### config.mk
export PLATFORM = sky130hd
export DESIGN_NAME = ps2_rx
export DESIGN_NICKNAME = d
export VERILOG_FILES = /design/src/rtl/ps2_rx.sv
export SDC_FILE = /design/constraint.sdc
export NUM_CORES = 1
export LEC_CHECK = 0
export CAP_MARGIN = 0
export CORE_ASPECT_RATIO = 0.75
export CORE_UTILIZATION = 35
export CTS_BUF_LIST = sky130_fd_sc_hd__clkbuf_4 sky130_fd_sc_hd__clkbuf_8
export CTS_CLUSTER_SIZE = 28
export DETAILED_ROUTE_END_ITERATION = 8
export SYNTH_ARGS = -nofsm -noshare
export SYNTH_HDL_FRONTEND = slang
export SYNTH_SLANG_ARGS = --single-unit
### constraint.sdc
create_clock -name clk -period 2.28 [get_ports clk]
set_clock_uncertainty 0.15 [all_clocks]
set_input_delay 0.342 -clock clk [delete_from_list [all_inputs] [get_ports clk]]
set_output_delay 0.342 -clock clk [all_outputs]
set_load 0.1 [all_outputs]
### src/rtl/ps2_rx.sv
// ps2_rx -- PS/2 device-to-host serial receiver.
//
// Two-flop synchronises ps2c/ps2d and glitch-filters ps2c. It then
// deserialises 11-bit frames: start, 8 data bits LSB first, odd parity, stop.
// Each accepted byte appears on dout together with a one-cycle rx_done_tick.
//
// Optional feature macro: PS2_PARITY_CHECK_EN
//   defined   : frames with bad parity or a bad stop bit are rejected, and
//               timeouts abort the frame; both pulse frame_err for one cycle.
//   undefined : every completed frame is accepted, and frame_err is tied 0.
//
// Ports:
//   clk          in   system clock
//   rst          in   asynchronous active-high reset
//   ps2c         in   raw PS/2 clock line (async)
//   ps2d         in   raw PS/2 data line (async)
//   rx_en        in   gates the start of new frames only
//   rx_done_tick out  one-cycle strobe, valid byte on dout
//   dout         out  [7:0] last accepted byte, held between frames
//   frame_err    out  one-cycle strobe on a rejected or aborted frame
module ps2_rx #(
  parameter int FILTER_LEN     = 8,
  parameter int TIMEOUT_CYCLES = 13000
) (
  input  logic       clk,
  input  logic       rst,
  input  logic       ps2c,
  input  logic       ps2d,
  input  logic       rx_en,
  output logic       rx_done_tick,
  output logic [7:0] dout,
  output logic       frame_err
);

  localparam int TW = $clog2(TIMEOUT_CYCLES + 1);

  typedef enum logic [1:0] {S_IDLE, S_DPS, S_LOAD} state_t;

  logic                  r_c_s1, r_c_s2, r_d_s1, r_d_s2;
  logic [FILTER_LEN-1:0] r_filt;
  logic                  r_fclk;
  logic                  w_fall;
  state_t                r_state;
  logic [9:0]            r_sr;
  logic [3:0]            r_cnt;
  logic [TW-1:0]         r_tmo;
  logic                  r_done;
  logic [7:0]            r_dout;
`ifdef PS2_PARITY_CHECK_EN
  logic                  r_err;
  logic                  w_frame_ok;
`endif

  // 2-FF synchronisers; the data line is synchronised alongside the clock
  // line so that both see the same delay ahead of the filter.
  always_ff @(posedge clk or posedge rst) begin
    if (rst) begin
      r_c_s1 <= 1'b1;
      r_c_s2 <= 1'b1;
      r_d_s1 <= 1'b1;
      r_d_s2 <= 1'b1;
    end else begin
      r_c_s1 <= ps2c;
      r_c_s2 <= r_c_s1;
      r_d_s1 <= ps2d;
      r_d_s2 <= r_d_s1;
    end
  end

  // The filtered clock changes level only after FILTER_LEN identical samples.
  always_ff @(posedge clk or posedge rst) begin
    if (rst) begin
      r_filt <= '1;
      r_fclk <= 1'b1;
    end else begin
      r_filt <= {r_c_s2, r_filt[FILTER_LEN-1:1]};
      if (r_filt == '1)
        r_fclk <= 1'b1;
      else if (r_filt == '0)
        r_fclk <= 1'b0;
    end
  end

  // High in the one cycle before r_fclk drops.
  assign w_fall = r_fclk & (r_filt == '0);

`ifdef PS2_PARITY_CHECK_EN
  // Odd parity across data and parity bits, and the stop bit must be 1.
  assign w_frame_ok = (^r_sr[8:0]) & r_sr[9];
`endif

  always_ff @(posedge clk or posedge rst) begin
    if (rst) begin
      r_state <= S_IDLE;
      r_sr    <= '0;
      r_cnt   <= '0;
      r_tmo   <= '0;
      r_done  <= 1'b0;
      r_dout  <= 8'h00;
`ifdef PS2_PARITY_CHECK_EN
      r_err   <= 1'b0;
`endif
    end else begin
      r_done <= 1'b0;
`ifdef PS2_PARITY_CHECK_EN
      r_err  <= 1'b0;
`endif
      case (r_state)
        S_IDLE: begin
          if (w_fall && rx_en && !r_d_s2) begin
            r_cnt   <= 4'd9;
            r_tmo   <= '0;
            r_state <= S_DPS;
          end
        end
        S_DPS: begin
          if (w_fall) begin
            r_sr  <= {r_d_s2, r_sr[9:1]};
            r_tmo <= '0;
            if (r_cnt == 4'd0)
              r_state <= S_LOAD;
            else
              r_cnt <= r_cnt - 4'd1;
          end else if (r_tmo == TW'(TIMEOUT_CYCLES - 1)) begin
            // The line went quiet mid-frame: drop the partial byte.
            r_state <= S_IDLE;
            r_cnt   <= '0;
            r_tmo   <= '0;
`ifdef PS2_PARITY_CHECK_EN
            r_err   <= 1'b1;
`endif
          end else begin
            r_tmo <= r_tmo + 1'b1;
          end
        end
        S_LOAD: begin
          r_state <= S_IDLE;
`ifdef PS2_PARITY_CHECK_EN
          if (w_frame_ok) begin
            r_dout <= r_sr[7:0];
            r_done <= 1'b1;
          end else begin
            r_err  <= 1'b1;
          end
`else
          r_dout <= r_sr[7:0];
          r_done <= 1'b1;
`endif
        end
        default: r_state <= S_IDLE;
      endcase
    end
  end

  assign rx_done_tick = r_done;
  assign dout         = r_dout;
`ifdef PS2_PARITY_CHECK_EN
  assign frame_err    = r_err;
`else
  assign frame_err    = 1'b0;
`endif

endmodule

==> reports/results.tsv, run 1 <==
metric	value	unit
cp_max_fo	3	
cp.required	2320	ps
drcViolationCount	0	
die_area	6890	um^2
seq_area_frac_synth	57.4	%
setup_violations	0	
fmax	474	MHz
outcome	completed	
grt_first_pass_wirelength	6950	um
cts_inserted_buffers	5	
netlist_area	2300	um^2
wl	3850	um
synth-seq-cells	52	
hpwl	2660	um
postCtsHoldBufs	0	
synth_top_cell_by_area	dfrtp_1	
internal_power	0.00146	W
core	6320	um^2
finalMaxSlewViolations	0	
h-tree-depth	2	
peakVddDrop	0.386	mV
power_frac_seq	58.1	%
postCtsSetupBuffers	0	
vias	1455	
crit_buf_inv	0	
comb_power_share	17.1	%
timing.rr.start	r_filt[7]$_DFF_PP1_	
hold_viol_final	0	
period_needed	2110	ps
nets	213	
pwr-share-clk	24.8	%
antenna_found_initial	0	
synth.distinct_cells	48	
netlist_instances	186	
netlist_top_cells_area	dfrtp_1 43%, dfstp_2 15%, mux2_1 4.9%	
grt_use_met2	17.9	%
cts_tree	yes	
area_growth_syn_to_layout	14.8	%
gp_congestion	0.733	
grt_pass1_vias	1440	
critPathLaunch	r_filt[7]$_DFF_PP1_	
clk_pin_slew_worst_paths	90	ps
cp_cell_sequence	nor4_4 -> nand2_2 -> or4_1 -> and3_4 -> mux2_4	
hp-class	reg -> reg	
row_count	25	
end_kind	flip-flop	
cp_top_family	simple AND/OR/NAND/NOR gates	
critical_path_class	reg -> reg	
critPathArrivalTime	2150	ps
clk_latency	310	ps
syn-num-nets	193	
relSlewSlack	62.7	%
synthFlopType	dfrtp_1	
busiest_layer	met1	
drtIter0Drc	43	
grt_max_degree	53	
groute.layer.met1.usage	20.1	%
clock-sinks	52	
via_per_inst	5.05	
overflow	0	
fin_area	2640	um^2
setup_tns	0	ps
p_sw	0.000622	W
nFillCells	617	
avgSynthCellArea	12.3	um^2
yosys.area.top_type_share	42.5	%
die_x	95.5	um
cp_slowest_stage_delay	480	ps
async_flop_share	100	%
start_util	36.3	%
p_sw_share	29.9	%
maxCapViolations	0	
worstMarginPinSlew	559	ps
powerDensity	789	nW/um^2
yosysWarnings	0	
firstDrtPassIters	4	
p_leak	1.23	nW
drive_above_1_share	27.1	%
portBuffers	13	
ant_nets	0	
crit_slowest_cell	or4_1	
rsz0062_at_grt	false	
post-route-period-util	92.5	%
n_antenna_cell	0	
start_kind	flip-flop	
grtUsageTotal	13.1	%
post_dp_cell_area	2540	um^2
die_h	72.1	um
drt-wirelength-per-cell	13.4	um
cts_root_buffer	clkbuf_8	
postCtsResizedCells	0	
cts_buffer_depth	2	
met3_usage	4.72	%
min_from	r_c_s2$_DFF_PP1_	
io_pins	15	
synth_enable_flop_cells	0	
-- stage by stage --
stage | power [W] | hold slack [ps] | cells | utilization, % | setup WS [ps]
after detailed placement | 0.00158 | 197 | 280 | 40.3 | 179
final | 0.00208 | 209 | 288 | 41.7 | 170
after floorplan | 0.00145 | 195 | 186 | - | 289
after global placement | 0.00157 | 196 | 280 | 40.3 | 194
after global routing | 0.00221 | 213 | 288 | 41.7 | 20.3
after CTS | 0.00211 | 211 | 288 | 41.7 | 167
-- registers in the layout (all words and copies together) (netlist names) --
name and flops:
r_filt 8, rx_done_tick 1, dout 8, r_fclk 1
r_sr 10, r_c_s2 1, r_cnt 4, r_d_s2 1
r_tmo 14, r_c_s1 1, r_d_s1 1, r_state 2
-- placed cells by master (no fill, tap or decap), drive strengths merged, types with 4 or more instances in the layout --
| cell type | instances |
|---|---|
| a21o | 4 |
| a21oi | 4 |
| a31oi | 6 |
| and3 | 6 |
| buf | 16 |
| clkbuf | 5 |
| clkdlybuf4s50 | 4 |
| dfrtp | 39 |
| dfstp | 13 |
| inv | 11 |
| mux2 | 20 |
| nand2 | 10 |
| nand3 | 7 |
| nand4 | 5 |
| nor2 | 5 |
| nor3b | 4 |
| nor4 | 5 |
| o21ai | 9 |
-- cells by family (layout without fill, tap and decap cells) --
kind of cell / Yosys count / after routing / share of synthesized area, %
AO/OA/AOI/OAI: 36 / 36 / 11.2
adder cells (fa/ha/maj): 2 / 2 / 1.09
AND/OR/NAND/NOR: 56 / 56 / 15.9
buffers and inverters: 17 / 38 / 3.27
other: 1 / 1 / 0.163
flip-flops: 52 / 52 / 57.4
multiplexers: 22 / 22 / 11.0
-- worst register-to-register path: cells and delay by family, from the launching register on --
family / cells / cell delay, ps
muxes: 1 / 290
and+or+nand+nor: 4 / 1160
DFF: 1 / 400
-- path summary, 6_finish.rpt --
path	endpoint	slack, ps	cells after the start
worst min-delay path	r_filt[7]$_DFF_PP1_	210	0
worst max-delay path	r_cnt[0]$_DFFE_PP0P_	170	5
worst max register to register	r_cnt[0]$_DFFE_PP0P_	170	5
max in group asynchronous	r_filt[4]$_DFF_PP1_	1460	3
worst min register to register	r_filt[7]$_DFF_PP1_	210	0
min in group asynchronous	dout[7]$_DFFE_PP0P_	230	3
-- cells in the mapped netlist, drive strengths merged, types with 2 or more instances --
library cell / count
a21o: 4
a21oi: 4
a22o: 2
a31oi: 6
a41oi: 3
and2: 2
and3: 6
buf: 5
clkbuf: 2
dfrtp: 39
dfstp: 13
ha: 2
inv: 10
mux2: 20
mux2i: 2
nand2: 10
nand2b: 3
nand3: 7
nand4: 5
nor2: 5
nor3b: 4
nor4: 5
o21ai: 9
o31ai: 2
or4: 2
-- per-layer routing --
layer | vias up | part of all wire [%]
li1 | 720 | -
met1 | 719 | 56
met2 | 14 | 40
met3 | 2 | 3.3
met4 | 0 | 0.47
met5 | - | 0
-- layout make-up --
class / instances / area (um^2) / area share [%]
timing repair buffer: 20 / 185 / 7.03
multi-input combinational: 117 / 903 / 34.3
clock inverter: 3 / 21.3 / 0.807
sequential: 52 / 1320 / 50.0
tap: 81 / 101 / 3.85
clock buffer: 5 / 68.8 / 2.61
inverter: 10 / 37.5 / 1.42
-- power groups by stage --
stage               clock [W]  combinational, W  sequential [W]
floorplan                   0          0.000269         0.00118
global placement            0          0.000351         0.00122
CTS                  0.000544          0.000360         0.00121
global route         0.000577          0.000406         0.00123
detailed placement          0          0.000361         0.00122
finish               0.000516          0.000355         0.00121
(Power assumes the default switching activity.)
==> inputs of run 2 (changes only) <==
CTS_BUF_LIST = unset   (was sky130_fd_sc_hd__clkbuf_4 sky130_fd_sc_hd__clkbuf_8)
clock period = 2.6 ns   (was 2.28 ns; I/O delays follow)
==> run 2 against run 1 <==
  * Die area stayed put
  * Maximum frequency is 2.5% lower
  * Non-clock buffer count is 3 lower
  * Final cell count is 1.0% lower
  * Core utilization is 0.099 points lower
  * Sequential share of layout area is 0.12 points higher
  * Total power is 7.2% lower
  * Sequential cell count stayed put
  * Wire length is 1.9% higher
  * Critical path type unchanged
  * Highest routed layer unchanged
==> reports/results.tsv, run 2 (same netlist as run 1, synthesis figures left out) <==
metric	value	unit
cts_buffer_depth	2	
p_leak	1.23	nW
drive_above_1_share	26.0	%
grt_first_pass_wirelength	6870	um
antenna_found_initial	0	
grt_pass1_vias	1421	
final_common_cell	dfrtp_1	
grt_use_met2	19.0	%
clk_pin_slew_worst_paths	100	ps
cts_inserted_buffers	5	
hp-class	in -> async	
drtIter0Drc	95	
fin_area	2630	um^2
start_kind	flip-flop	
portBuffers	13	
layout_common_cells	39 x dfrtp_1, 13 x dfstp_2, 12 x buf_4, 10 x mux2_1, 9 x nand2_1	
reg2reg_slack	440	ps
post_dp_cell_area	2510	um^2
vias	1467	
rsz0062_at_grt	false	
area_growth_syn_to_layout	14.5	%
place_worst_setup_slack	476	ps
postCtsSetupBuffers	0	
nets	210	
cts_tree	yes	
postCtsResizedCells	0	
peakVddDrop	0.265	mV
met3_usage	3.46	%
gp_congestion	0.770	
maxCapViolations	0	
via_per_inst	5.15	
nFillCells	608	
firstDrtPassIters	4	
critPathLaunch	r_filt[1]$_DFF_PP1_	
outcome	completed	
core	6320	um^2
drt-wirelength-per-cell	13.8	um
start_util	36.3	%
clk_latency	310	ps
cp.required	2640	ps
cp_max_fo	8	
r2r-end	r_cnt[0]$_DFFE_PP0P_	
h-tree-depth	2	
largest_reg_flops	14	
row_count	25	
die_h	72.1	um
timing.rr.start	r_filt[1]$_DFF_PP1_	
fin_ws	436	ps
wl	3930	um
regMostFlops	r_tmo	
critPathArrivalTime	2210	ps
io_pins	15	
postCtsHoldBufs	0	
busiest_layer	met2	
critical_path_class	reg -> reg	
groute.layer.met1.usage	19.0	%
rr_worst_depth	5	
ant_nets	0	
relSlewSlack	60.5	%
cts_root_buffer	clkbuf_8	
clock-sinks	52	
end_kind	flip-flop	
fmax	462	MHz
die_x	95.5	um
setup_tns	0	ps
hold_viol_final	0	
grt_max_degree	24	
worstMarginPinSlew	591	ps
hpwl	2700	um
powerDensity	734	nW/um^2
period_needed	2160	ps
grtUsageTotal	13.3	%
drcViolationCount	0	
die_area	6890	um^2
finalMaxSlewViolations	0	
setup_violations	0	
post-route-period-util	83.2	%
n_antenna_cell	0	
overflow	0	
reg.largest.list	r_tmo: 14 flops, r_sr: 10 flops	
holdWs	200	ps
run 2: cell count changes in the layout (fill, tap and decap cells not counted):
cell,change
bufinv_16,+1
buf_4,-2
clkinvlp_4,-1
clkinv_2,-1
buf_12,-1
inv_8,+1
run 2: power by group:
group          total, W  internal (W)  switching (W)
combinational  0.000268      0.000134       0.000134
sequential      0.00108      0.000932       0.000148
clock          0.000580      0.000297       0.000283
run 2: stage by stage:
| stage | std cells | total power (W) | utilization, % |
|---|---|---|---|
| detailed placement | 277 | 0.00136 | 39.7 |
| global placement | 277 | 0.00135 | 39.7 |
| finish | 285 | 0.00193 | 41.6 |
| floorplan | 186 | 0.00127 | - |
| CTS | 285 | 0.00195 | 41.6 |
| global route | 285 | 0.00204 | 41.6 |
run 2: worst max path at each step:
stage / depth (start not counted) / end / slack, ps
floorplan: 5 / r_cnt[0]$_DFFE_PP0P_ / 610
global placement: 5 / r_cnt[1]$_DFFE_PP0P_ / 490
detailed placement: 5 / r_cnt[0]$_DFFE_PP0P_ / 480
CTS: 5 / r_cnt[0]$_DFFE_PP0P_ / 410
global route: 6 / r_tmo[10]$_DFFE_PP0P_ / 280
finish: 5 / r_cnt[0]$_DFFE_PP0P_ / 440
run 2: per-layer routing:
metal  part of all wire, %  vias up  wire (um)
li1                      -      709          -
met1                    51      734       1990
met2                    44       18       1750
met3                   3.2        6        124
met4                   1.8        0         69
met5                     0        -          0
run 2: worst max-delay path, stage by stage (launching register included):
cell and delay [ps]:
dfstp_2 400, nor4_4 350, nand3_1 310, nand3_1 290, and3_4 260, mux2_4 300
run 2: area by class of cell:
cell class	instances	area (um^2)	area share, %
Tap cell	81	101	3.86
Clock inverter	3	50.0	1.90
Inverter	10	37.5	1.43
Timing Repair Buffer	17	150	5.71
Clock buffer	5	68.8	2.62
Sequential cell	52	1320	50.1
Multi-Input combinational cell	117	903	34.4
